===== src/rtl/fifo_arb_pkg.sv =====
// -----------------------------------------------------------------------------
// fifo_arb_pkg
// Shared types and helpers for the FIFO write-port arbiter.
//   state_e   : arbiter FSM state (ARB = pick a winner, LOCK = owner streams).
//   idx_width : width of a requester index, $clog2(n) but never below 1.
// -----------------------------------------------------------------------------
package fifo_arb_pkg;

  typedef enum logic {
    ARB  = 1'b0,
    LOCK = 1'b1
  } state_e;

  function automatic int idx_width(input int n);
    return (n > 1) ? $clog2(n) : 1;
  endfunction

endpackage : fifo_arb_pkg


===== src/rtl/rr_arbiter.sv =====
// -----------------------------------------------------------------------------
// rr_arbiter
// Combinational round-robin picker. The search starts one above the previous
// winner and wraps modulo N, so the last winner has the lowest priority.
// Ports:
//   req_i        in  N   request vector
//   last_grant_i in  IW  index of the previous winner
//   grant_o      out N   one-hot grant (all zero when nothing requests)
//   grant_idx_o  out IW  index of the granted requester (0 when none)
//   any_req_o    out 1   at least one request is set
// -----------------------------------------------------------------------------
module rr_arbiter
  import fifo_arb_pkg::*;
#(
  parameter int N  = 4,
  parameter int IW = idx_width(N)
) (
  input  logic [N-1:0]  req_i,
  input  logic [IW-1:0] last_grant_i,
  output logic [N-1:0]  grant_o,
  output logic [IW-1:0] grant_idx_o,
  output logic          any_req_o
);

  always_comb begin
    int idx;
    // NOTE: every output of a combinational block gets a default before any
    // conditional assignment; a path that leaves one unassigned infers a latch.
    grant_o     = '0;
    grant_idx_o = '0;
    any_req_o   = 1'b0;
    idx         = 0;
    // Offsets 1..N visit every index once, ending on last_grant itself, so a
    // lone requester that just won can win again.
    for (int k = 1; k <= N; k++) begin
      idx = (int'(last_grant_i) + k) % N;
      if (!any_req_o && req_i[IW'(idx)]) begin
        any_req_o          = 1'b1;
        grant_o[IW'(idx)]  = 1'b1;
        grant_idx_o        = IW'(idx);
      end
    end
  end

endmodule : rr_arbiter


===== src/rtl/fifo_wr_arbiter.sv =====
// -----------------------------------------------------------------------------
// fifo_wr_arbiter
// Shares one FIFO write port among N packet producers. Grants are round-robin
// and held for a whole packet, so packets from different producers never
// interleave in the FIFO. Back-pressure comes from the FIFO full flag. A
// saturating counter tracks the number of words written.
// Ports:
//   clk            in  1             rising-edge clock
//   reset          in  1             asynchronous reset, active low
//   req_valid      in  N             per-requester word valid
//   req_last       in  N             per-requester last word of packet
//   req_data       in  N*DATA_WIDTH  lane i at [i*DATA_WIDTH +: DATA_WIDTH]
//   req_ready      out N             per-requester accept
//   fifo_full      in  1             FIFO full flag
//   fifo_wr        out 1             FIFO write strobe
//   fifo_wdata     out DATA_WIDTH    FIFO write data
//   grant_id       out $clog2(N)     current owner index
//   busy           out 1             high while a packet owns the port
//   words_written  out CNT_WIDTH     saturating count of FIFO writes
// -----------------------------------------------------------------------------
module fifo_wr_arbiter
  import fifo_arb_pkg::*;
#(
  parameter int N          = 4,
  parameter int DATA_WIDTH = 32,
  parameter int CNT_WIDTH  = 16
) (
  input  logic                    clk,
  input  logic                    reset,
  input  logic [N-1:0]            req_valid,
  input  logic [N-1:0]            req_last,
  input  logic [N*DATA_WIDTH-1:0] req_data,
  output logic [N-1:0]            req_ready,
  input  logic                    fifo_full,
  output logic                    fifo_wr,
  output logic [DATA_WIDTH-1:0]   fifo_wdata,
  output logic [idx_width(N)-1:0] grant_id,
  output logic                    busy,
  output logic [CNT_WIDTH-1:0]    words_written
);

  localparam int IW = idx_width(N);
  localparam logic [CNT_WIDTH-1:0] CNT_MAX = '1;

  state_e                 state_q, state_d;
  logic [IW-1:0]          owner_q, owner_d;
  logic [N-1:0]           owner_oh_q, owner_oh_d;
  logic [IW-1:0]          last_grant_q, last_grant_d;
  logic [CNT_WIDTH-1:0]   cnt_q, cnt_d;

  logic [N-1:0]           arb_grant;
  logic [IW-1:0]          arb_idx;
  logic                   arb_any;
  logic [DATA_WIDTH-1:0]  lane_data [N];

  rr_arbiter #(
    .N  (N),
    .IW (IW)
  ) u_rr_arbiter (
    .req_i        (req_valid),
    .last_grant_i (last_grant_q),
    .grant_o      (arb_grant),
    .grant_idx_o  (arb_idx),
    .any_req_o    (arb_any)
  );

  always_comb begin
    for (int i = 0; i < N; i++) begin
      lane_data[i] = req_data[i*DATA_WIDTH +: DATA_WIDTH];
    end
  end

  // Unqualified by fifo_wr: the FIFO ignores wdata when no write is strobed.
  assign fifo_wdata = lane_data[owner_q];

  // The owner is also kept one-hot so ready/valid/last qualification is a
  // plain AND with no index decode on the handshake path.
  always_comb begin
    state_d      = state_q;
    owner_d      = owner_q;
    owner_oh_d   = owner_oh_q;
    last_grant_d = last_grant_q;
    req_ready    = '0;
    fifo_wr      = 1'b0;

    unique case (state_q)
      ARB: begin
        if (arb_any) begin
          owner_d      = arb_idx;
          owner_oh_d   = arb_grant;
          last_grant_d = arb_idx;
          state_d      = LOCK;
        end
      end
      LOCK: begin
        req_ready = owner_oh_q & {N{~fifo_full}};
        fifo_wr   = (|(req_valid & owner_oh_q)) & ~fifo_full;
        // An idle owner or a full FIFO simply holds the lock.
        if (fifo_wr && (|(req_last & owner_oh_q))) begin
          state_d = ARB;
        end
      end
      default: state_d = ARB;
    endcase
  end

  assign cnt_d = (fifo_wr && (cnt_q != CNT_MAX)) ? cnt_q + 1'b1 : cnt_q;

  // NOTE: state registers use non-blocking assignments so every flop samples
  // pre-edge values regardless of the order the simulator evaluates blocks.
  always_ff @(posedge clk or negedge reset) begin
    if (!reset) begin
      state_q      <= ARB;
      owner_q      <= '0;
      owner_oh_q   <= N'(1);
      last_grant_q <= IW'(N - 1);
      cnt_q        <= '0;
    end else begin
      state_q      <= state_d;
      owner_q      <= owner_d;
      owner_oh_q   <= owner_oh_d;
      last_grant_q <= last_grant_d;
      cnt_q        <= cnt_d;
    end
  end

  assign grant_id      = owner_q;
  assign busy          = (state_q == LOCK);
  assign words_written = cnt_q;

endmodule : fifo_wr_arbiter


===== config.mk =====
export PLATFORM = sky130hd
export DESIGN_NAME = fifo_wr_arbiter
export DESIGN_NICKNAME = d
export VERILOG_FILES = /design/src/rtl/fifo_arb_pkg.sv /design/src/rtl/rr_arbiter.sv /design/src/rtl/fifo_wr_arbiter.sv
export SDC_FILE = /design/constraint.sdc
export NUM_CORES = 1
export LEC_CHECK = 0
export BUFFER_PORTS_ARGS = -buffer_cell sky130_fd_sc_hd__buf_2
export CAP_MARGIN = 20
export CELL_PAD_IN_SITES_DETAIL_PLACEMENT = 1
export CELL_PAD_IN_SITES_GLOBAL_PLACEMENT = 2
export CORE_MARGIN = 2
export CORE_UTILIZATION = 20
export DETAILED_ROUTE_END_ITERATION = 8
export GPL_TIMING_DRIVEN = 0
export PLACE_DENSITY = 0.84
export SYNTH_ARGS = -nofsm -noshare
export SYNTH_HDL_FRONTEND = slang
export SYNTH_SLANG_ARGS = --single-unit

===== constraint.sdc =====
create_clock -name clk -period 2.58 [get_ports clk]
set_input_delay 0.258 -clock clk [delete_from_list [all_inputs] [get_ports clk]]
set_output_delay 0.258 -clock clk [all_outputs]
set_load 0.1 [all_outputs]

# After elaboration in Yosys (flattened, before gate mapping)
# Index checks and enable logic that the tools add are counted.
[classes] addsub=5 reduce_logical=15 muxes=40 n_eq_ne=1 bitwise=10 n_lt_le_gt_ge=9
[ops] op="$bmux 32 s2" count=1
[ops] op="$mux 32" count=2
[ops] op="$mux 4" count=5
[ops] op="$mux 1" count=19
[ops] op="$add 16x1->16 const B" count=1
[ops] op="$lt 2x4->1 const B" count=4
[ops] op="$ne 16x16->1 const B" count=1
[ops] op="$and 4x4->4" count=3
[ops] op="$or 4x4->4" count=3
[ops] op="$logic_and 1x1->1" count=9
[ops] op="$bmux 1 s2" count=4
[ops] op="$demux 1 s2" count=4
[ops] op="$ge 2x1->1 const B" count=4
[ops] op="$mux 2" count=4
[ops] op="$reduce_or 4->1" count=2
[ops] op="$add 2x1->2 const B" count=2
[ops] op="$add 2x2->2 const B" count=2
[ops] op="$ge 3x3->1 const B" count=1
[ops] op="$logic_not 1->1" count=3
[ops] op="$not 2->3" count=1
[ops] op="$not 1->1" count=2
[ops] op="$pmux 1 s2" count=1
[ops] op="$reduce_and 2->1" count=1
[ops] op="$and 1x1->1" count=1
[word_totals] output_inout_bits=56 in_bits=139 wordCells=85 ff_bits=25

# Logic depth before layout (Yosys ltp)
# Gate-level depths: netlist (run 1).
[logic_depth] word_depth=16 mapped_depth=10 mapped_depth_nobuf=7

# Hierarchy
# A second synthesis (run 1) with hierarchy kept.
[hier_totals] cells_unflattened=213 hier_area_um2=2446.1
[modules_own_cells] module="fifo_wr_arbiter" area_per_inst_um2=1951.9 cells_per_inst=153 seq_area_each_um2=629.4 n_inst=1
[modules_own_cells] module="rr_arbiter" area_per_inst_um2=494.2 cells_per_inst=60 seq_area_each_um2=0.0 n_inst=1

# Worst setup path after synthesis (run 1)
# OpenSTA, ideal clock, no wires.
[synth_timing] kind="reg2reg" startpoint="register state_q (netlist: busy)" endpoint="register cnt_q[1] (netlist: words_written[1])" t_required_ns=2.454 path_stages_with_launch=5 t_arrival_ns=3.514 synth_period_minus_slack_ns=3.640 path_buffers=0 setup_slack_ns=-1.060 setup_ns=0.126 path_cell_list="dfrtp_1 nand2b_1 a21oi_1 o31a_1 mux2_2"
[synth_between] elab_chain_cells=2
[synth_rtl] element="from (decl)" line_no="fifo_wr_arbiter.sv:45" source="state_e state_q, state_d;"
[synth_rtl] element="from (signal assigned)" line_no="fifo_wr_arbiter.sv:119" source="state_q <= state_d;"
[synth_rtl] element="$mux 1" line_no="fifo_wr_arbiter.sv:86" source="unique case (state_q)"
[synth_rtl] element="net fifo_wr" line_no="fifo_wr_arbiter.sv:35" source="output logic fifo_wr,"
[synth_rtl] element="$logic_and 1x1->1" line_no="fifo_wr_arbiter.sv:107" source="assign cnt_d = (fifo_wr && (cnt_q != CNT_MAX)) ? cnt_q + 1'b1 : cnt_q;"
[synth_rtl] element="to (signal assigned)" line_no="fifo_wr_arbiter.sv:123" source="cnt_q <= cnt_d;"
[synth_rtl] element="to (decl)" line_no="fifo_wr_arbiter.sv:49" source="logic [CNT_WIDTH-1:0] cnt_q, cnt_d;"
# The timed path passes the listed nets, and every way through them passes these cells.
# A chain may end at the register's enable or synchronous reset.

# Worst setup path after layout (run 1)
[layout_timing] startpoint="register last_grant_q[0]" endpoint="register owner_oh_q[3]"
[layout_between] elab_chain_cells=15 elab_cells_between_ends=54 cone_classes="add/sub: 4; order compare: 8; mux: 28; bitwise: 3; reduce/logical: 11"
[layout_rtl] element="from (decl)" line_no="fifo_wr_arbiter.sv:48" source="logic [IW-1:0] last_grant_q, last_grant_d;"
[layout_rtl] element="from (signal assigned)" line_no="fifo_wr_arbiter.sv:116" source="last_grant_q <= IW'(N - 1);"
[layout_rtl] element="from (signal assigned)" line_no="fifo_wr_arbiter.sv:122" source="last_grant_q <= last_grant_d;"
[layout_rtl] element="parallel branches: the longest is 15 deep, another holds $lt 2x4->1"
[layout_rtl] element="to (signal assigned)" line_no="fifo_wr_arbiter.sv:121" source="owner_oh_q <= owner_oh_d;"
[layout_rtl] element="to (decl)" line_no="fifo_wr_arbiter.sv:47" source="logic [N-1:0] owner_oh_q, owner_oh_d;"
# Parallel ways; which one is timed is not known. The select of a mux whose other input is x is not followed.

==> results of run 1 <==
[cell type report]
type | count | area (µm²) | area share
clock inverter | 1 | 7.51 | 0.00194
sequential | 25 | 631 | 0.163
multi-input combinational | 161 | 1750 | 0.453
buffer | 12 | 83.8 | 0.0217
antenna | 1 | 2.50 | 0.000648
timing repair buffer | 211 | 1100 | 0.284
inverter | 6 | 30.0 | 0.00777
clock buffer | 3 | 75.1 | 0.0194
tap | 147 | 184 | 0.0476
[repair_timing]
action | 4_1_cts | 5_1_grt
resized for setup | 3 | 11
setup endpoints to repair | 9 | 36
setup buffers | 9 | 8
gates cloned | 0 | 0
endpoints found under the hold margin | 0 | 0
pin swaps | 2 | 3
[worst min path at each step]
stage                                         end  depth (start not counted)
floorplan                          busy$_DFF_PN0_                          0
global placement    words_written[15]$_DFFE_PN0P_                          1
detailed placement  words_written[14]$_DFFE_PN0P_                          1
CTS                 words_written[14]$_DFFE_PN0P_                          1
global route        words_written[13]$_DFFE_PN0P_                          1
finish              words_written[13]$_DFFE_PN0P_                          1
[flip-flops by register name, summed over array words and instances, names as in the netlist]
name / cells
busy: 1
grant_id: 2
last_grant_q: 2
owner_oh_q: 4
words_written: 16
[layout by cell type (no fill, tap or decap), types with 5 or more instances in the layout]
cell,Yosys,layout
nor2b_1,5,5
ha_1,9,8
xnor2_1,8,8
clkbuf_1,6,5
nand2_1,11,11
a22oi_1,5,5
buf_4,0,17
nand4_1,6,6
mux4_2,35,35
a21oi_1,15,14
nor2_1,12,12
dfrtp_1,22,21
buf_2,4,195
[per-stage QoR]
| stage | std cells | area (µm²) | setup slack [ns] |
|---|---|---|---|
| floorplan | 204 | 2440 | -0.0442 |
| global route | 567 | 3860 | -0.0271 |
| detailed placement | 545 | 3590 | -0.380 |
| CTS | 558 | 3760 | 0.0381 |
| global placement | 545 | 3590 | -0.355 |
| finish | 567 | 3860 | 0.0729 |
[cells by family after synthesis]
logic type / after synthesis / share of synthesized area
simple gates: 57 / 0.136
compound gates: 43 / 0.123
mux: 41 / 0.359
flops: 25 / 0.260
buf+inv: 18 / 0.0361
xor+xnor: 11 / 0.0398
fa+ha+maj: 9 / 0.0465
[metal layers]
| metal | part of all wire | GRT usage | vias to the layer above |
|---|---|---|---|
| met4 | 0.024 | 0.0390 | 0 |
| met3 | 0.070 | 0.0296 | 19 |
| met5 | 0 | 0 | - |
| met2 | 0.52 | 0.282 | 126 |
| li1 | - | - | 1255 |
| met1 | 0.39 | 0.180 | 1352 |
==> impl_metrics.env, run 1 <==
export IMPL_critPathArrivalTime_ns=2.69
export IMPL_crit_cells=10
export IMPL_synth_main_ff_cell="dfrtp_1"
export IMPL_synthTopCellsByCount="35 x mux4_2, 22 x dfrtp_1, 15 x a21oi_1, 12 x nor2_1, 11 x nand2_1"
export IMPL_cts_inserted_buffers=3
export IMPL_crit_slowest_cell="dfstp_2"
export IMPL_antenna_found_initial=1
export IMPL_netlist_area_um2=2420
export IMPL_end_kind="register"
export IMPL_maxCapViolCount=0
export IMPL_ys_types=39
export IMPL_min_period_ns=2.51
export IMPL_avgSynthCellArea_um2=11.9
export IMPL_crit_end="owner_oh_q[3]$_DFFE_PN0P_"
export IMPL_hold_ws_ns=-0.0114
export IMPL_synth_edf_count=0
export IMPL_violations="hold timing"
export IMPL_die_area_um2=13000
export IMPL_ys_seq_elements=25
export IMPL_yosysTopAreaCell="mux4_2"
export IMPL_nNetsFinal=568
export IMPL_layout_drive_gt1_share=0.663
export IMPL_cts_max_path_buffers=2
export IMPL_syn_to_final_growth_pct=59.4
export IMPL_die_x_um=114
export IMPL_first_pass_iters=4
export IMPL_cts_htree_levels=1
export IMPL_clk_latency_ns=0.26
export IMPL_grt_pass1_wl_mm=15.6
export IMPL_io_pins=195
export IMPL_initial_core_util=0.203
export IMPL_rr_endpoint="owner_oh_q[3]$_DFFE_PN0P_"
export IMPL_yosysSeqAreaShare=0.260
export IMPL_vias_per_cell=4.85
export IMPL_numPortBuffers=194
export IMPL_finalSetupViolCount=0
export IMPL_first_global_vias=2903
export IMPL_critPathLaunchType="register"
export IMPL_yosysWarnings=0
export IMPL_synth_area_top_cells="mux4_2 33%, dfrtp_1 23%, ha_1 4.6%"
export IMPL_tightest_slew_ns=0.612
export IMPL_setup_tns_ns=0
export IMPL_hold_violations=15
export IMPL_worstHoldPathType="in -> async"
export IMPL_grt_overflow_total=0
export IMPL_async_flop_share=1.00
export IMPL_rows=40
export IMPL_clock_skew_ns=0.00366
export IMPL_path_class="reg -> reg"
export IMPL_final_core_util=0.324
export IMPL_cp_top_family="flip-flops"
export IMPL_gp_congestion=0.848
export IMPL_via_count=2752
export IMPL_clock_fmax_mhz=399
export IMPL_clock_sinks=25
export IMPL_fill_cells=1408
export IMPL_status="finished, violations left"
export IMPL_post_synth_top_count_cell="mux4_2"
export IMPL_slew_viol_final=0
export IMPL_r2r_start="last_grant_q[0]$_DFFE_PN1P_"
export IMPL_antenna_left=0
export IMPL_crit_buf_inv=4
export IMPL_grt_usage=0.153
export IMPL_drc=0
export IMPL_relSlewSlack=0.592
export IMPL_cts_hold_buf=0
export IMPL_coreArea_um2=11900
export IMPL_grt_max_degree=26
export IMPL_synth_top_area_frac=0.325
export IMPL_r2r_slack_ns=0.07
export IMPL_min_period_over_period=0.972
export IMPL_cp_slowest_stage_delay_ns=0.56
export IMPL_worstRegToRegCells=10
export IMPL_drtIter0Drc=116
export IMPL_crit_chain="buf_6 -> clkinvlp_4 -> ha_4 -> buf_8 -> mux4_2 -> buf_4 -> nor2_1 -> and4_1 -> a21oi_1 -> a41oi_2"
export IMPL_die_h_um=114
export IMPL_cts_tree="done"
export IMPL_synthCells=204
export IMPL_wl_per_cell_um=18.5
export IMPL_clk_pin_slew_ns=0.07
export IMPL_cts_root_buffer="clkbuf_16"
export IMPL_dpl_hpwl_mm=8.93
export IMPL_crit_required_ns=2.76
export IMPL_routed_wl_mm=10.5
export IMPL_cp_max_fo=8
export IMPL_startpoint="last_grant_q[0]$_DFFE_PN1P_"
export IMPL_synth_nets=352
Power of run 1 is left out: the tool's default activity adds up to more than one toggle a clock period on the data nets, which glitch-free logic cannot reach.
==> inputs of run 2 (changes only) <==
RECOVER_POWER = 25   (was not set)
==> run 2 against run 1 <==
The flow now finishes without violations. Sequential share of layout area about the same. Sequential cell count stayed put. Final area hardly changed. Clock-buffer cell count unchanged. Critical path depth unchanged. Non-clock buffer count stayed put. Die area is the same. Via count did not move. Core utilization about the same. Fmax unchanged.
==> impl_metrics.env, run 2 (same netlist as run 1, synthesis figures left out) <==
export IMPL_status="complete, no violations"
export IMPL_grt_overflow_total=0
export IMPL_cts_max_path_buffers=2
export IMPL_cp_slowest_stage_delay_ns=0.56
export IMPL_cts_hold_buf=0
export IMPL_drtIter0Drc=116
export IMPL_die_h_um=114
export IMPL_r2r_slack_ns=0.07
export IMPL_final_common_cell="buf_2"
export IMPL_tightest_slew_ns=1.40
export IMPL_first_global_vias=2903
export IMPL_nNetsFinal=568
export IMPL_worstHoldPathType="in -> async"
export IMPL_crit_required_ns=2.76
export IMPL_fill_cells=1409
export IMPL_cts_inserted_buffers=3
export IMPL_grt_pass1_wl_mm=15.6
export IMPL_fin_ws_ns=0.0729
export IMPL_clock_sinks=25
export IMPL_cts_root_buffer="clkbuf_16"
export IMPL_min_period_ns=2.51
export IMPL_path_class="reg -> reg"
export IMPL_via_count=2752
export IMPL_cts_tree="done"
export IMPL_die_x_um=114
export IMPL_wl_per_cell_um=18.5
export IMPL_grt_use_met1=0.180
export IMPL_cp_max_fo=8
export IMPL_antenna_found_initial=1
export IMPL_layout_drive_gt1_share=0.659
export IMPL_clk_latency_ns=0.26
export IMPL_antenna_left=0
export IMPL_largest_reg_flops=16
export IMPL_critPathLaunchType="register"
export IMPL_cp_top_family="flip-flops"
export IMPL_cts_htree_levels=1
export IMPL_place_area_um2=3590
export IMPL_dpl_hpwl_mm=8.93
export IMPL_top_usage_layer="met2"
export IMPL_maxCapViolCount=0
export IMPL_design_area_um2=3860
export IMPL_end_kind="register"
export IMPL_clk_pin_slew_ns=0.07
export IMPL_die_area_um2=13000
export IMPL_numPortBuffers=194
export IMPL_hold_violations=0
export IMPL_grt_max_degree=26
export IMPL_relSlewSlack=0.0698
export IMPL_final_cell_mix="193 x buf_2, 35 x mux4_2, 21 x dfrtp_1, 17 x buf_4, 14 x a21oi_1"
export IMPL_critPathArrivalTime_ns=2.69
export IMPL_drc=0
export IMPL_grt_usage=0.153
export IMPL_met2_usage=0.282
export IMPL_crit_chain="buf_6 -> clkinvlp_4 -> ha_4 -> buf_8 -> mux4_2 -> buf_4 -> nor2_1 -> and4_1 -> a21oi_1 -> a41oi_2"
export IMPL_gp_congestion=0.848
export IMPL_coreArea_um2=11900
export IMPL_slew_viol_final=0
export IMPL_min_period_over_period=0.972
export IMPL_clock_fmax_mhz=399
export IMPL_clock_skew_ns=0.00366
export IMPL_routed_wl_mm=10.5
export IMPL_io_pins=195
export IMPL_first_pass_iters=4
export IMPL_vias_per_cell=4.85
export IMPL_crit_slowest_cell="dfstp_2"
export IMPL_syn_to_final_growth_pct=59.3
export IMPL_post_place_ws_ns=-0.380
export IMPL_hold_ws_ns=0.303
export IMPL_crit_buf_inv=4
export IMPL_initial_core_util=0.203
export IMPL_grtUsageMet3=0.0296
export IMPL_rows=40
export IMPL_finalSetupViolCount=0
[run 2: changes by cell type in the layout (fill, tap and decap cells not counted), sizes merged]
cell    change
buf         -2
clkbuf      +2
[run 2: worst paths after layout]
| path | depth (start not counted) | from | end |
|---|---|---|---|
| worst min-delay path | 1 | reset | words_written[13]$_DFFE_PN0P_ |
| worst max register to register | 10 | last_grant_q[0]$_DFFE_PN1P_ | owner_oh_q[3]$_DFFE_PN0P_ |
| max in group asynchronous | 1 | reset | grant_id[0]$_DFFE_PN0P_ |
| worst min register to register | 1 | words_written[7]$_DFFE_PN0P_ | words_written[7]$_DFFE_PN0P_ |
| worst max-delay path | 10 | last_grant_q[0]$_DFFE_PN1P_ | owner_oh_q[3]$_DFFE_PN0P_ |
| min in group clk | 4 | req_last[1] | busy$_DFF_PN0_ |
[run 2: layer usage]
metal,vias to the layer above,wire (µm)
li1,1255,-
met1,1352,4090
met2,126,5430
met3,19,737
met4,0,255
met5,-,0
[run 2: what timing repair did]
item,CTS,global route
resized for setup,3,11
setup endpoints to repair,9,36
buffers inserted,9,8
pin swaps,2,3
[run 2: cell type report]
cell class | instances | area, µm² | area share
Sequential cell | 25 | 631 | 0.163
Multi-Input combinational cell | 161 | 1750 | 0.453
Buffer | 12 | 83.8 | 0.0217
Clock inverter | 1 | 7.51 | 0.00194
Tap cell | 147 | 184 | 0.0476
Inverter | 6 | 30.0 | 0.00778
Timing Repair Buffer | 211 | 1100 | 0.284
Antenna cell | 1 | 2.50 | 0.000648
Clock buffer | 3 | 75.1 | 0.0194
[run 2: metrics by stage]
stage / utilization / setup TNS, ns / std cells
detailed placement: 0.302 / -2.69 / 545
global placement: 0.302 / -2.33 / 545
floorplan: - / -0.0442 / 204
finish: 0.324 / 0 / 567
global route: 0.324 / -0.0463 / 567
CTS: 0.315 / 0 / 558
Power of run 2 is left out for the same reason.
